===== config.mk =====
export PLATFORM = sky130hd
export DESIGN_NAME = alu_result_fifo
export DESIGN_NICKNAME = d
export VERILOG_FILES = /design/src/rtl/alu_result_fifo.sv
export SDC_FILE = /design/constraint.sdc
export NUM_CORES = 1
export LEC_CHECK = 0
export ABC_AREA = 1
export CORE_UTILIZATION = 50
export CTS_BUF_LIST = sky130_fd_sc_hd__clkbuf_8
export DETAILED_ROUTE_END_ITERATION = 12
export GPL_ROUTABILITY_DRIVEN = 1
export PLACE_DENSITY = 0.78
export SLEW_MARGIN = 15
export SYNTH_ARGS = -nofsm -noshare
export SYNTH_HDL_FRONTEND = slang
export SYNTH_SLANG_ARGS = --single-unit

===== constraint.sdc =====
create_clock -name clk -period 2.15 [get_ports clk]
set_input_delay 0.3225 -clock clk [delete_from_list [all_inputs] [get_ports clk]]
set_output_delay 0.3225 -clock clk [all_outputs]
set_load 0.01 [all_outputs]

===== src/rtl/alu_result_fifo.sv =====
`default_nettype none
// ============================================================================
// Module   : alu_result_fifo
// Purpose  : Show-ahead FIFO that buffers ALU results with their zero/overflow
//            flags and ctrl code, plus a sticky overflow flag. An optional
//            saturating drop counter is enabled by defining ALU_FIFO_DROP_CNT_EN.
// Revision : 1.0 - initial release
// ============================================================================
module alu_result_fifo #(
  parameter int DEPTH = 4,
  parameter int WIDTH = 16
) (
  input  logic                     clk,
  input  logic                     rst,
  input  logic                     in_valid,
  output logic                     in_ready,
  input  logic [WIDTH-1:0]         in_result,
  input  logic                     in_zero,
  input  logic                     in_overflow,
  input  logic [3:0]               in_ctrl,
  output logic                     out_valid,
  input  logic                     out_ready,
  output logic [WIDTH-1:0]         out_result,
  output logic                     out_zero,
  output logic                     out_overflow,
  output logic [3:0]               out_ctrl,
  output logic [$clog2(DEPTH):0]   count,
  output logic                     ovf_sticky,
  input  logic                     ovf_clear,
  output logic [7:0]               drop_count
);

  localparam int AW = $clog2(DEPTH);
  localparam int CW = AW + 1;
  localparam int EW = WIDTH + 6;
  localparam logic [CW-1:0] c_FULL = CW'(DEPTH);

  // Entry layout: {ctrl, overflow, zero, result}
  logic [EW-1:0]   r_mem [DEPTH];
  logic [AW-1:0]   r_wr_ptr;
  logic [AW-1:0]   r_rd_ptr;
  logic [CW-1:0]   r_count;
  logic            r_ovf_sticky;

  logic            w_in_ready;
  logic            w_out_valid;
  logic            w_push;
  logic            w_pop;
  logic [EW-1:0]   w_head;

  // Handshake flags come only from registered occupancy; no pass-through paths.
  assign w_in_ready  = (r_count != c_FULL);
  assign w_out_valid = (r_count != '0);
  assign w_push      = in_valid && w_in_ready;
  assign w_pop       = w_out_valid && out_ready;

  // Storage is intentionally not reset; occupancy alone defines validity.
  always_ff @(posedge clk) begin
    if (!rst && w_push) begin
      r_mem[r_wr_ptr] <= {in_ctrl, in_overflow, in_zero, in_result};
    end
  end

  always_ff @(posedge clk) begin
    if (rst) begin
      r_wr_ptr <= '0;
      r_rd_ptr <= '0;
      r_count  <= '0;
    end else begin
      if (w_push) begin
        r_wr_ptr <= r_wr_ptr + 1'b1;
      end
      if (w_pop) begin
        r_rd_ptr <= r_rd_ptr + 1'b1;
      end
      if (w_push && !w_pop) begin
        r_count <= r_count + 1'b1;
      end else if (w_pop && !w_push) begin
        r_count <= r_count - 1'b1;
      end
    end
  end

  // A set in the same cycle as a clear takes priority.
  always_ff @(posedge clk) begin
    if (rst) begin
      r_ovf_sticky <= 1'b0;
    end else if (w_push && in_overflow) begin
      r_ovf_sticky <= 1'b1;
    end else if (ovf_clear) begin
      r_ovf_sticky <= 1'b0;
    end
  end

`ifdef ALU_FIFO_DROP_CNT_EN
  logic [7:0] r_drop_cnt;

  always_ff @(posedge clk) begin
    if (rst) begin
      r_drop_cnt <= 8'd0;
    end else if (in_valid && !w_in_ready && (r_drop_cnt != 8'hFF)) begin
      r_drop_cnt <= r_drop_cnt + 8'd1;
    end
  end

  assign drop_count = r_drop_cnt;
`else
  assign drop_count = 8'd0;
`endif

  assign w_head       = r_mem[r_rd_ptr];
  assign in_ready     = w_in_ready;
  assign out_valid    = w_out_valid;
  assign out_result   = w_out_valid ? w_head[WIDTH-1:0] : '0;
  assign out_zero     = w_out_valid ? w_head[WIDTH]     : 1'b0;
  assign out_overflow = w_out_valid ? w_head[WIDTH+1]   : 1'b0;
  assign out_ctrl     = w_out_valid ? w_head[EW-1:WIDTH+2] : 4'd0;
  assign count        = r_count;
  assign ovf_sticky   = r_ovf_sticky;

endmodule
`default_nettype wire

-- Word-level counts from Yosys, hierarchy flattened
Memories as Yosys holds them, arrays and structs flattened. A register that Yosys moved wholly into a read port is not among the register bits.
Cells that the tools add are included.
- equal/unequal tests: 1
- reduce and logical (&&, ||, !) cells: 12
- multiplexer cells: 12
- add/sub/neg operators: 4
- operators with widths (operator ; number):
    two-way mux 16 bit ; 1
    logical AND 1 bit ; 6
    two-way mux 1 bit ; 6
    two-way mux 3 bit ; 2
    adder 2 x 1 -> 2 bit, second input constant ; 2
    two-way mux 2 bit ; 2
    two-way mux 4 bit ; 1
    nonzero test 2 bit ; 2
    adder 3 x 1 -> 3 bit, second input constant ; 1
    logical NOT 1 bit ; 3
    != test 3 bit, second input constant ; 1
    nonzero test 3 bit ; 1
    subtractor 3 x 1 -> 3 bit, second input constant ; 1
- input port bits: 27
- logic and storage cells: 34
- bits in writable memories: 88
- register bits after elaboration: 8
- output and inout bits: 36
- memories: 1
- memory list (memory ; depth ; bits a word ; rd ports ; clocked after Yosys merged registers in ; wr ports ; line ; text):
    r_mem ; 4 ; 22 ; 1 ; 1 ; 1 ; 39 ; logic [EW-1:0] r_mem [DEPTH];

-- Depth between registers and ports, before layout
Gate-level depths: netlist of the first run.
- depth after elaboration: 6
- mapped depth: 12
- gate-level depth less buffers: 12

-- Worst setup path before layout of the first run
No wires, ideal clock.
- kind: reg2reg
- start: register r_count[0], in the netlist count[0]
- end: memory r_mem[1][0] (netlist bit), enable pin
- setup time: 401 ps
- buffers on the path: 0
- required time: 1749 ps
- setup slack: -65 ps
- data arrival time: 1814 ps
- stages on the path, launching flop included: 5
- path through: dfxtp_1 nor2_2 a21boi_2 nand2_1 nor2_1
- longest elaborated chain between the ends: 5
- RTL lines (what ; line ; text):
    from (decl) ; 42 ; logic [CW-1:0] r_count;
    from (signal assigned) ; 77 ; r_count <= r_count + 1'b1;
    from (signal assigned) ; 79 ; r_count <= r_count - 1'b1;
    != test 3 bit ; 52 ; assign w_in_ready = (r_count != c_FULL);
    logical AND 1 bit ; 54 ; assign w_push = in_valid && w_in_ready;
    named net w_push ; 47 ; logic w_push;
    logical AND 1 bit ; 59 ; if (!rst && w_push) begin
    two-way mux 1 bit ; 59 ;
    two-way mux 1 bit (implied by the code) ; 60 ; r_mem[r_wr_ptr] <= {in_ctrl, in_overflow, in_zero, in_result};
    to (decl) ; 39 ;
The timed path passes the listed nets, and every way through them passes these cells.

==> reports/results.env, run 1 <==
RUN_STATUS='completed'
SWITCHING_SHARE=0.3345
CTSROOTBUFFERMASTER='clkbuf_8'
DETAIL_ROUTE.VIAS_PER_CELL=5.141
TIMING.CRITICAL_PATH.CELLS='buf_4 -> nor2_1 -> o21ai_0 -> a21oi_1 -> dlygate4sd2_1'
SYNTH_TOP_CELLS_BY_AREA='edfxtp_1, nor2_1, dfxtp_1'
CLK_LATENCY_NS=0.35
INTERNAL-POWER_mW=3.625
YOSYSSEQAREASHARE=0.7056
NUM-NETS-FINAL=438
GLOBALPLACE.CONGESTION=0.7451
CTS_MADE_BUFFERS=9
PART_OF_THE_TOTAL_POWER_DISSIPATED_IN_COMBINATIONAL_LOGIC=0.366
GRT_ANTENNA_BEFORE_REPAIR=0
CLOCKPOWERSHARE=0.205
FP.DIEW_UM=91.77
DESIGN.DIE.AREA_MM2=0.008421
DP_CELL_COUNT=496
SYN_AREA_PER_CELL_UM2=11.78
TIMING.SETUP.CRITICAL_PATH_CLASS='reg2out'
CLOCK_PATH_BUFFERS=2
CRITICAL_PATH.MAX_FANOUT=22
CRITPATHREQUIREDTIME_NS=1.83
TIMING_MAX_TRANSITION_VIOLATIONS_FINAL=0
SYNTH.LARGEST_AREA_CELL='edfxtp_1'
POST-ROUTE-PERIOD-UTIL=0.9448
CELLLEAKAGEPOWER_nW=1.821
FP.COREAREA_MM2=0.007767
GLOBAL_ROUTE_WIRE_LENGTH_BEFORE_REPAIR_UM=12630
POST_DETAILED_ROUTE_DRC_MARKER_COUNT=0
NUM-FILL-CELLS=629
CLK_PIN_SLEW_WORST_PATHS_NS=0.08
WORST_PATH_BUFS_INVS=2
HOLD_PATH_CLASS='reg2reg'
TIMING.CRITICAL_PATH.MAX_DELAY_FAMILY='buffers and inverters'
POWER.DENSITY_CELL_AREA_mW_PER_MM2=1109
FIRST_GLOBAL_VIAS=2643
ANTENNA_CELLS=0
MULTI_INPUT_COMB_AREA_UM2=980.9
SYNTHESIS.INSTANCES=342
GRTUSAGETOTAL=0.1985
RSZ0062_AT_GRT='no'
DRIVE_GT1_FRAC=0.1002
FILLER_FREE_CELL_COUNT_OF_THE_FINISHED_DESIGN=511
CRITICAL_PATH.ENDPOINT_TYPE='primary output'
FIN_SETUP_TNS_NS=0
FINAL-SETUP-VIOL-COUNT=0
DESIGN_AREA_MM2=0.004910
DIE_H_UM=91.77
ROWS=32
CTS_TREE='yes'
GLOBAL_ROUTE.OVERFLOW_TOTAL=0
POST_DRT_WL_PER_CELL_UM=15.26
IO_PINS=63
AREA.GROWTH.SYNTH_TO_FINAL_PCT=21.86
POSTROUTEWIRELENGTH_UM=7797
CRITPATHSLOWESTCELL='dfxtp_1'
NETLIST-CELL-TYPE-COUNT=22
PERIOD_MINUS_SLACK_NS=2.031
START_UTIL=0.5187
LAYOUT.AREA.SEQ_MM2=0.002850
SEQ_POWER_SHARE=0.429
COUNT_OF_MAX_CAP_CONSTRAINT_VIOLATIONS=0
IR_WORST_VDD_mV=0.7661
CTS-HTREE-LEVELS=3
CRITPATHARRIVALTIME_NS=1.71
FMAX_MHz=492.3
CLOCK-SKEW-FINAL_NS=0.008220
TIMING.CRITICAL_PATH.FROM_TYPE='flop'
DETAIL_ROUTE.FIRST_PASS.ITERATIONS=4
CTS_SINKS=98
DPL-INSTANCE-AREA_MM2=0.004723
SYNTH_SEQ_CELLS=98
P_TOTAL_mW=5.446
MAX_STAGE_DELAY_NS=0.35
DPL.HPWL_UM=4954
VIAS=2627
P_SW_mW=1.822
IO_BUFFERS=54
YOSYS_WARNINGS=0
HOLD_VIOL=0
ROUTE.ANTENNA.REMAINING_NETS=0
SYNTH_TOP_CELL_AREA_SHARE=0.6559
GRT_MAX_DEGREE=23
POST-CTS-SETUP-BUFFER-COUNT=0
SYN_AREA_MM2=0.004029
ITERATION_0_DRC_COUNT_OF_THE_DETAILED_ROUTER=180
==> flip-flops by register name, indices dropped and copies added (netlist names), named ones only <==
register and flops:
r_mem 88, count 3, r_rd_ptr 2, r_wr_ptr 2
ovf_sticky 1
==> power by group through the flow <==
stage | logic (mW) | clock network, mW | registers [mW]
final | 1.99 | 1.12 | 2.34
after floorplan | 1.18 | 0 | 2.36
after detailed placement | 2.17 | 0 | 2.36
after global placement | 2.13 | 0 | 2.36
after global routing | 2.20 | 1.20 | 2.35
after CTS | 2.01 | 1.13 | 2.34
==> path summary, 6_finish.rpt <==
path,start,to,slack [ns],depth (start not counted)
worst max-delay path,flop,out_overflow,0.12,5
worst min-delay path,ovf_sticky,ovf_sticky,0.46,2
worst max register to register,count[1],count[2],0.30,12
worst min register to register,ovf_sticky,ovf_sticky,0.46,2
==> kinds of logic after synthesis <==
| logic type | after synthesis | share of synthesized area |
|---|---|---|
| compound gates | 71 | 0.08975 |
| xor+xnor | 1 | 0.002174 |
| buf+inv | 39 | 0.05994 |
| fa+ha+maj | 6 | 0.02050 |
| flops | 98 | 0.7056 |
| simple gates | 126 | 0.1211 |
| other cells | 1 | 0.0009308 |
==> Yosys cell counts <==
library cell / n
nand3b_1: 1
buf_6: 7
inv_1: 14
nor2_2: 1
inv_4: 1
nand3_1: 5
nand2_2: 1
xor2_1: 1
conb_1: 1
inv_2: 1
nor2_1: 102
a21oi_1: 25
a21boi_2: 1
buf_4: 8
buf_2: 8
edfxtp_1: 88
o21ai_0: 5
o21ai_1: 40
nand2_1: 16
fa_1: 1
ha_1: 5
dfxtp_1: 10
==> area by class of cell <==
class,count,share of cell area
flip-flops and latches,98,0.5805
well taps,102,0.02599
repair buffers,68,0.1425
clock inverters,6,0.01223
clock buffers,9,0.02523
inverters,16,0.01376
multi-input cells,212,0.1998
==> timing repair <==
item                                    4_1_cts  5_1_grt
resized for setup                            31        1
hold buffers                                  0        0
endpoints found under the setup margin       22        1
==> stage by stage <==
step                utilization  worst slack, ns  hold slack, ns
detailed placement       0.6081          0.07644          0.4410
global placement         0.6081           0.1317          0.4449
floorplan                     -         -0.06481          0.3916
global route             0.6321          0.03042          0.5038
finish                   0.6321           0.1187          0.4624
CTS                      0.6318         -0.03680          0.4615
==> cells in the final DEF (no fill, tap or decap), types with 6 or more instances in the layout <==
cell / instances
nor2_1: 98
edfxtp_1: 88
o21ai_1: 40
clkdlybuf4s50_1: 32
a21oi_1: 25
dlygate4sd2_1: 21
nand2_1: 16
inv_1: 15
clkbuf_8: 9
conb_1: 8
buf_4: 7
dfxtp_1: 6
==> per-layer routing <==
metal / vias to the layer above / part of all wire / track usage
met5: - / 0 / 0
met4: 0 / 0.013 / 0.08594
met3: 9 / 0.055 / 0.04726
met2: 82 / 0.51 / 0.3365
met1: 1253 / 0.42 / 0.2432
li1: 1283 / - / -
==> worst register-to-register path: stages, from the launching register on <==
cell	delay [ns]
dfxtp_2	0.36
nor2_2	0.19
nand2_2	0.11
nand2_1	0.14
ha_1	0.18
inv_1	0.06
fa_1	0.38
inv_1	0.07
nand2_1	0.05
nand3_1	0.08
nand2_1	0.05
nand2_1	0.06
nor2_1	0.04
No activity file was read; power rests on OpenSTA's default activity.
==> run 2: changes to the inputs <==
GPL_ROUTABILITY_DRIVEN = 0   (was 1)
==> results of run 2 <==
Final layout, timing and power as in run 1 (identical DEF).
==> run 3: changes to the inputs <==
MAX_ROUTING_LAYER = met4   (was default)
==> reports/results.env, run 3 (synthesis results as in run 1) <==
RUN_STATUS='completed'
CTS-HTREE-LEVELS=3
GRT_ANTENNA_BEFORE_REPAIR=0
CLK_PIN_SLEW_WORST_PATHS_NS=0.09
TIMING.CRITICAL_PATH.MAX_DELAY_FAMILY='buffers and inverters'
PERIOD_MINUS_SLACK_NS=2.044
TIMING.SETUP.CRITICAL_PATH_CLASS='reg2out'
PART_OF_THE_TOTAL_POWER_DISSIPATED_IN_COMBINATIONAL_LOGIC=0.365
GLOBAL_ROUTE.OVERFLOW_TOTAL=0
CRITPATHREQUIREDTIME_NS=1.83
INTERNAL-POWER_mW=3.624
CLK_LATENCY_NS=0.37
POWER.DENSITY_CELL_AREA_mW_PER_MM2=1112
CLOCK-SKEW-FINAL_NS=0.01186
DPL.HPWL_UM=4954
TIMING.CRITICAL_PATH.CELLS='buf_8 -> nor2_1 -> nor2_1 -> o21ai_1 -> a21oi_1 -> dlygate4sd2_1'
POST_DRT_WL_PER_CELL_UM=15.44
DETAIL_ROUTE.VIAS_PER_CELL=5.149
FINAL-SETUP-VIOL-COUNT=0
POST_DETAILED_ROUTE_DRC_MARKER_COUNT=0
HOLD_VIOL=0
CRITICAL_PATH.ENDPOINT_TYPE='primary output'
CLOCK_PATH_BUFFERS=2
NUM-FILL-CELLS=629
DPL-INSTANCE-AREA_MM2=0.004723
CTS_TREE='yes'
DP_CELL_COUNT=496
LAYOUT.AREA.SEQ_MM2=0.002850
CPMOSTUSEDCELL='nor2_1'
GRTUSAGETOTAL=0.2046
FMAX_MHz=489.3
P_SW_mW=1.835
TOP_REGISTER='r_mem'
COUNT_OF_MAX_CAP_CONSTRAINT_VIOLATIONS=0
IO_PINS=63
NUM-NETS-FINAL=438
CRITICAL_PATH.MAX_FANOUT=16
TIMING.RR.START='count[1]'
FINALHOLDWORSTSLACK_NS=0.4617
FILLER_FREE_CELL_COUNT_OF_THE_FINISHED_DESIGN=511
DETAILEDPLACE.WORSTSLACK_NS=0.07644
FP.COREAREA_MM2=0.007767
MULTI_INPUT_COMB_AREA_UM2=980.9
CLOCKPOWERSHARE=0.207
ANTENNA_CELLS=0
SWITCHING_SHARE=0.3361
TIMING_MAX_TRANSITION_VIOLATIONS_FINAL=0
CTSROOTBUFFERMASTER='clkbuf_8'
SEQ_POWER_SHARE=0.428
DRIVE_GT1_FRAC=0.1002
POST-ROUTE-PERIOD-UTIL=0.9506
RSZ0062_AT_GRT='no'
START_UTIL=0.5187
TIMING.HOLD.WORST.START='ovf_sticky'
GLOBAL_ROUTE_WIRE_LENGTH_BEFORE_REPAIR_UM=12630
AREA.GROWTH.SYNTH_TO_FINAL_PCT=21.86
CTS_SINKS=98
CRITPATHSLOWESTCELL='dfxtp_4'
FP.DIEW_UM=91.77
IR_WORST_VDD_mV=0.7635
ROUTE.ANTENNA.REMAINING_NETS=0
LAYOUT.CELLS.MOST_COMMON='nor2_1'
FIRST_GLOBAL_VIAS=2636
GRT_MAX_DEGREE=23
IO_BUFFERS=54
MOSTFREQUENTLAYOUTCELLS='nor2_1, edfxtp_1, o21ai_1, clkdlybuf4s50_1, a21oi_1'
P_TOTAL_mW=5.460
VIAS=2631
CRITPATHARRIVALTIME_NS=1.72
HOLD_PATH_CLASS='reg2reg'
CTS_HOLD_BUFFERS=0
LARGEST_REGISTER_FFS=88
ITERATION_0_DRC_COUNT_OF_THE_DETAILED_ROUTER=170
POSTROUTEWIRELENGTH_UM=7888
DESIGN_AREA_MM2=0.004910
CTS_MADE_BUFFERS=9
WORST_PATH_BUFS_INVS=2
TIMING.CRITICAL_PATH.FROM_TYPE='flop'
CELLLEAKAGEPOWER_nW=1.821
MAX_STAGE_DELAY_NS=0.41
ROWS=32
DETAIL_ROUTE.FIRST_PASS.ITERATIONS=4
DESIGN.DIE.AREA_MM2=0.008421
DIE_H_UM=91.77
POST-ROUTE-WORST-SETUP-SLACK_NS=0.1062
run 3: repair_timing:
action / CTS / global route
resized for setup: 31 / 1
pin swaps: 0 / 0
buffers inserted: 0 / 0
endpoints found under the setup margin: 22 / 1
run 3: power by group through the flow:
stage               clock [mW]  combinational [mW]  sequential [mW]
detailed placement           0                2.17             2.36
CTS                       1.13                2.01             2.34
finish                    1.13                1.99             2.34
floorplan                    0                1.18             2.36
global route              1.20                2.20             2.35
global placement             0                2.13             2.36
run 3: final timing paths:
kind	end	slack (ns)	cells past startpoint
max reg2reg	count[2]	0.30	12
max	out_overflow	0.11	6
min	ovf_sticky	0.46	2
min reg2reg	ovf_sticky	0.46	2
run 3: layout make-up:
type	instances	area share
Tap cell	102	0.02599
Inverter	16	0.01376
Clock buffer	9	0.02523
Clock inverter	6	0.01223
Sequential cell	98	0.5805
Multi-Input combinational cell	212	0.1998
Timing Repair Buffer	68	0.1425
run 3: metal layers:
layer	track usage	wire length, µm	vias up
met5	-	0	-
met4	0.08594	102	0
met3	0.04395	340	6
met2	0.3358	3996	78
met1	0.2472	3448	1265
li1	-	-	1282
run 3: worst min-delay path: cells and delay by family, from the launching register on:
family        cells  cell delay, ns
simple gates      2            0.10
flops             1            0.32
run 3: through the flow:
stage / setup TNS (ns) / utilization
after floorplan: -5.703 / -
after global placement: 0 / 0.6081
after detailed placement: 0 / 0.6081
after CTS: -0.03680 / 0.6318
after global routing: 0 / 0.6321
final: 0 / 0.6321
==> RTL change 1: new RTL, config.mk and constraints of run 2 <==
Put one more register stage on the output `ovf_sticky`, cleared by the reset. The value now appears one clock later. The other outputs are not delayed to match.
--- a/src/rtl/alu_result_fifo.sv
+++ b/src/rtl/alu_result_fifo.sv
@@ -118,3 +118,9 @@
   assign count        = r_count;
-  assign ovf_sticky   = r_ovf_sticky;
+  always_ff @(posedge clk) begin
+    if (rst) begin
+      ovf_sticky <= '0;
+    end else begin
+      ovf_sticky <= r_ovf_sticky;
+    end
+  end
 
Behaviour: not the same (a bounded check fails within 4 cycles, from zero or initial values and one cycle with rst high).
==> RTL change 1 against run 2 <==
  * Routed wire length down 1.4%
  * First-iteration DRC count down 19%
  * Sequential share of layout area down 0.53 points
  * Setup slack better by 0.041 ns
  * Sequential cell count up 1
  * Global-route usage up 0.37 points
  * Power up 2.8%
  * Synthesized area up 0.68%
  * Design area up 1.8%
  * Highest routed layer unchanged
==> RTL change 1: results (changes against run 2) <==
Cell Area, Placed=4770 um2 (+1.0%); Final Worst Setup Slack=0.160 ns (+0.0411 ns); static leakage=1.86 nW (+2.2%); run status=completed; sequential-to-total area share from yosys stat=0.706 (about the same); synth cell count leaders=102 x nor2_1, 88 x edfxtp_1, 40 x o21ai_1, 25 x a21oi_1; Inst Count DP=500 (+0.81%); met3 usage in global routing=0.0448 (-0.00249); wl on met1=3.14 mm (-4.9%); routing usage on met2=0.346 (+0.00993); Synth area leaders=edfxtp_1 65%, nor2_1 9.4%, dfxtp_1 5.4%, o21ai_1 4.9%, a21oi_1 3.1%; CP max stage delay=0.42 ns (+0.07 ns); PostCTS Resize Cnt=34 (+9.7%); non-filler cells, final=517 (+1.2%); slowest stage cell, crit path=dfxtp_4; Synth Area in XOR/XNOR=0.00216 (-0.0000148); Max rail drop VDD=901 uV (+18%); FF-to-FF setup slack=0.36 ns (+0.06 ns); met3 wire length=463 um (+8.9%); WP data arrival=1.67 ns (-0.04 ns); 1st-iter DRT viols=146 (-19%); Synth Area in Adders=0.0204 (-0.000139); via/cell ratio=5.06 (-1.6%); Compound-Gate Fraction of Synth Area=0.0891 (-0.000609); first-pass GRT wire length=12.8 mm (+1.3%); # Post-CTS Setup Buffers=1 (+1); Post-Syn Area per Cell=11.8 um2 (-0.19%); WL/cell=14.9 um (-2.6%); fin nets=443 (+1.1%); detailed placement HPWL=5.10 mm (+2.9%)
[RTL change 1: area by class of cell]
cell class	count	area, um2	area share
Sequential cell	99	2870	0.575
Multi-Input combinational cell	212	986	0.197
Timing Repair Buffer	70	721	0.144
Clock buffer	12	165	0.0331
Tap cell	102	128	0.0255
Inverter	18	75.1	0.0150
Clock inverter	4	47.5	0.00952
[RTL change 1: cells by family (layout without fill, tap and decap cells)]
logic type,count (synthesis),count (layout)
other,1,8
adders and majority gates,6,6
AOI/OAI and AO/OA,71,71
xor gates and xnor gates,1,1
buffers and inverters,41,104
DFF,99,99
and+or+nand+nor,126,126
[RTL change 1: power by group]
part	internal, mW	switching (mW)	total (mW)
clock network	0.632	0.589	1.22
registers	2.26	0.108	2.37
logic	0.889	1.12	2.01
[RTL change 1: final timing paths]
path                     start          to  cells after the start
setup / recovery     flip-flop    out_zero                      6
setup reg to reg      count[1]    count[2]                     12
hold / removal    r_ovf_sticky  ovf_sticky                      2
hold reg to reg   r_ovf_sticky  ovf_sticky                      2
==> RTL change 2: new RTL, config.mk and constraints of run 2 <==
Without the edit above. The parameter `WIDTH` goes from 16 to 12.
--- a/src/rtl/alu_result_fifo.sv
+++ b/src/rtl/alu_result_fifo.sv
@@ -10,3 +10,3 @@
   parameter int DEPTH = 4,
-  parameter int WIDTH = 16
+  parameter int WIDTH = 12
 ) (
Interface: changed (resized in_result and out_result); port bits go from 63 to 55. No check against the original RTL was run, so the function may have changed too.
==> RTL change 2 against run 2 <==
  * Design area down 14%
  * Sequential cell count down 16
  * Largest cell class unchanged
  * First-iteration DRC count down 41%
  * Critical path type unchanged
  * Non-clock buffer count down 6
  * Synthesized area down 14%
  * Synthesized cell count down 14%
  * Largest power group unchanged
  * Highest routed layer unchanged
  * Utilization up 2.1 points
  * Routed wire length down 16%
  * Setup slack better by 0.034 ns
  * Power down 11%
==> RTL change 2: results (changes against run 2) <==
run status=completed; synthesis warning total=0 (unchanged); synth cell count leaders=86 x nor2_1, 72 x edfxtp_1, 30 x o21ai_1, 21 x a21oi_1, 15 x nand2_1; Hold Path Class=reg2reg; share of layout cells above drive strength 1=0.133 (+0.0331); sequential-to-total area share from yosys stat=0.686 (-0.0200); Filler cells=479 (-24%); RR Startpoint=count[1]; CP max FO=13 (-41%); TritonCTS Buffers=9 (unchanged); port buffer count=46 (-15%); count of flip-flops with a built-in enable after synthesis=72 (-18%); Post-Route Skew=0.0126 ns (+0.00437 ns); clock tree buffer depth=2 (unchanged); Synth area leaders=edfxtp_1 63%, nor2_1 9.4%, dfxtp_1 5.8%, o21ai_1 4.4%, a21oi_1 3.1%; clk_lat worst skew=0.36 ns; vias in the first global route=2141 (-19%); antenna cell count=0 (unchanged); static leakage=1.60 nW (-12%); via/cell ratio=5.14 (about the same); hold buffer count at cts=0 (unchanged); clock-pin slew on the worst setup and hold paths=0.07 ns; largest net degree at the start of global routing=21 (-8.7%); hold_sp=ovf_sticky; WL final=6.52 mm (-16%); Clock Root Buffer=clkbuf_8; # H-tree levels=3 (unchanged); fin nets=384 (-12%); hold endpoint=ovf_sticky; depth of the most critical reg-to-reg path=11 (-1); FF-to-FF setup slack=0.35 ns (+0.05 ns); count of cell types in the netlist=24 (+9.1%); Synth Flop Type=edfxtp_1; gr usage total=0.194 (-0.00431); Most flops, register=r_mem; RR Endpoint=count[2]; 1st-iter DRT viols=107 (-41%); Max rail drop VDD=813 uV (+6.2%); drt pass-1 iters=5 (+1); Post-synth ARST share=0 (unchanged); Largest register FFs=72 (-18%); Cell Area, Placed=4020 um2 (-15%); first-pass GRT wire length=10.3 mm (-19%); Hold Path Depth=2 (unchanged); initial antenna violation count=0 (unchanged); detailed placement HPWL=4.21 mm (-15%)
-- RTL change 2: per-layer routing --
layer / GRT usage / part of all wire / vias up
li1: - / - / 1115
met3: 0.0428 / 0.043 / 11
met1: 0.225 / 0.42 / 1063
met2: 0.344 / 0.52 / 56
met5: 0 / 0 / -
met4: 0.0909 / 0.018 / 0
-- RTL change 2: worst max path at each step --
| stage | endpoint | from | cells past startpoint |
|---|---|---|---|
| 2_1_floorplan | r_mem[0][0] | count[0] | 4 |
| 3_3_place_gp | count[2] | in_valid | 11 |
| 3_5_place_dp | count[2] | in_valid | 10 |
| 4_1_cts | out_result[11] | flip-flop | 7 |
| 5_1_grt | out_result[7] | flip-flop | 7 |
| 6_report | out_result[8] | flip-flop | 6 |
-- RTL change 2: area by class of cell --
type / count / area, um2 / area share
flip-flops and latches: 82 / 2370 / 0.558
multi-input cells: 184 / 881 / 0.208
repair buffers: 62 / 624 / 0.147
clock buffers: 9 / 124 / 0.0292
well taps: 77 / 96.3 / 0.0227
clock inverters: 7 / 76.3 / 0.0180
inverters: 16 / 72.6 / 0.0171
-- RTL change 2: metrics by stage --
step	util	setup WS, ns	hold slack [ns]	instances	power, mW
finish	0.653	0.153	0.451	437	4.84
global route	0.653	0.0428	0.481	437	5.12
CTS	0.653	0.142	0.452	437	4.87
detailed placement	0.619	0.0668	0.441	420	3.87
global placement	0.619	0.129	0.440	420	3.82
floorplan	-	0.125	0.392	301	3.05
-- RTL change 2: critical path: stages (launching register included) --
cell and delay (ns):
dfxtp_2 0.35, bufbuf_16 0.28, nor2_1 0.17, nor2_1 0.06, o21ai_1 0.09, a21oi_1 0.08, dlygate4sd2_1 0.29
-- RTL change 2: what timing repair did --
action / in CTS / in global routing
setup buffers: 0 / 0
endpoints found under the setup margin: 18 / 0
gates resized for setup: 25 / 0
-- RTL change 2: power breakdown --
part / total (mW) / switching [mW] / leakage (nW) / internal (mW)
clock: 1.11 / 0.571 / 0.0962 / 0.544
combinational: 1.76 / 0.995 / 0.766 / 0.764
sequential: 1.97 / 0.0946 / 0.737 / 1.88
total: 4.84 / 1.66 / 1.60 / 3.18
-- RTL change 2: logic make-up (layout without fill, tap and decap cells) --
family,count (synthesis),after routing,synth area share
compound gates,59,59,0.0897
buf+inv,35,94,0.0694
other cells,1,8,0.00109
fa+ha+maj,6,6,0.0240
xor+xnor,1,1,0.00254
simple gates,110,110,0.128
flops,82,82,0.686
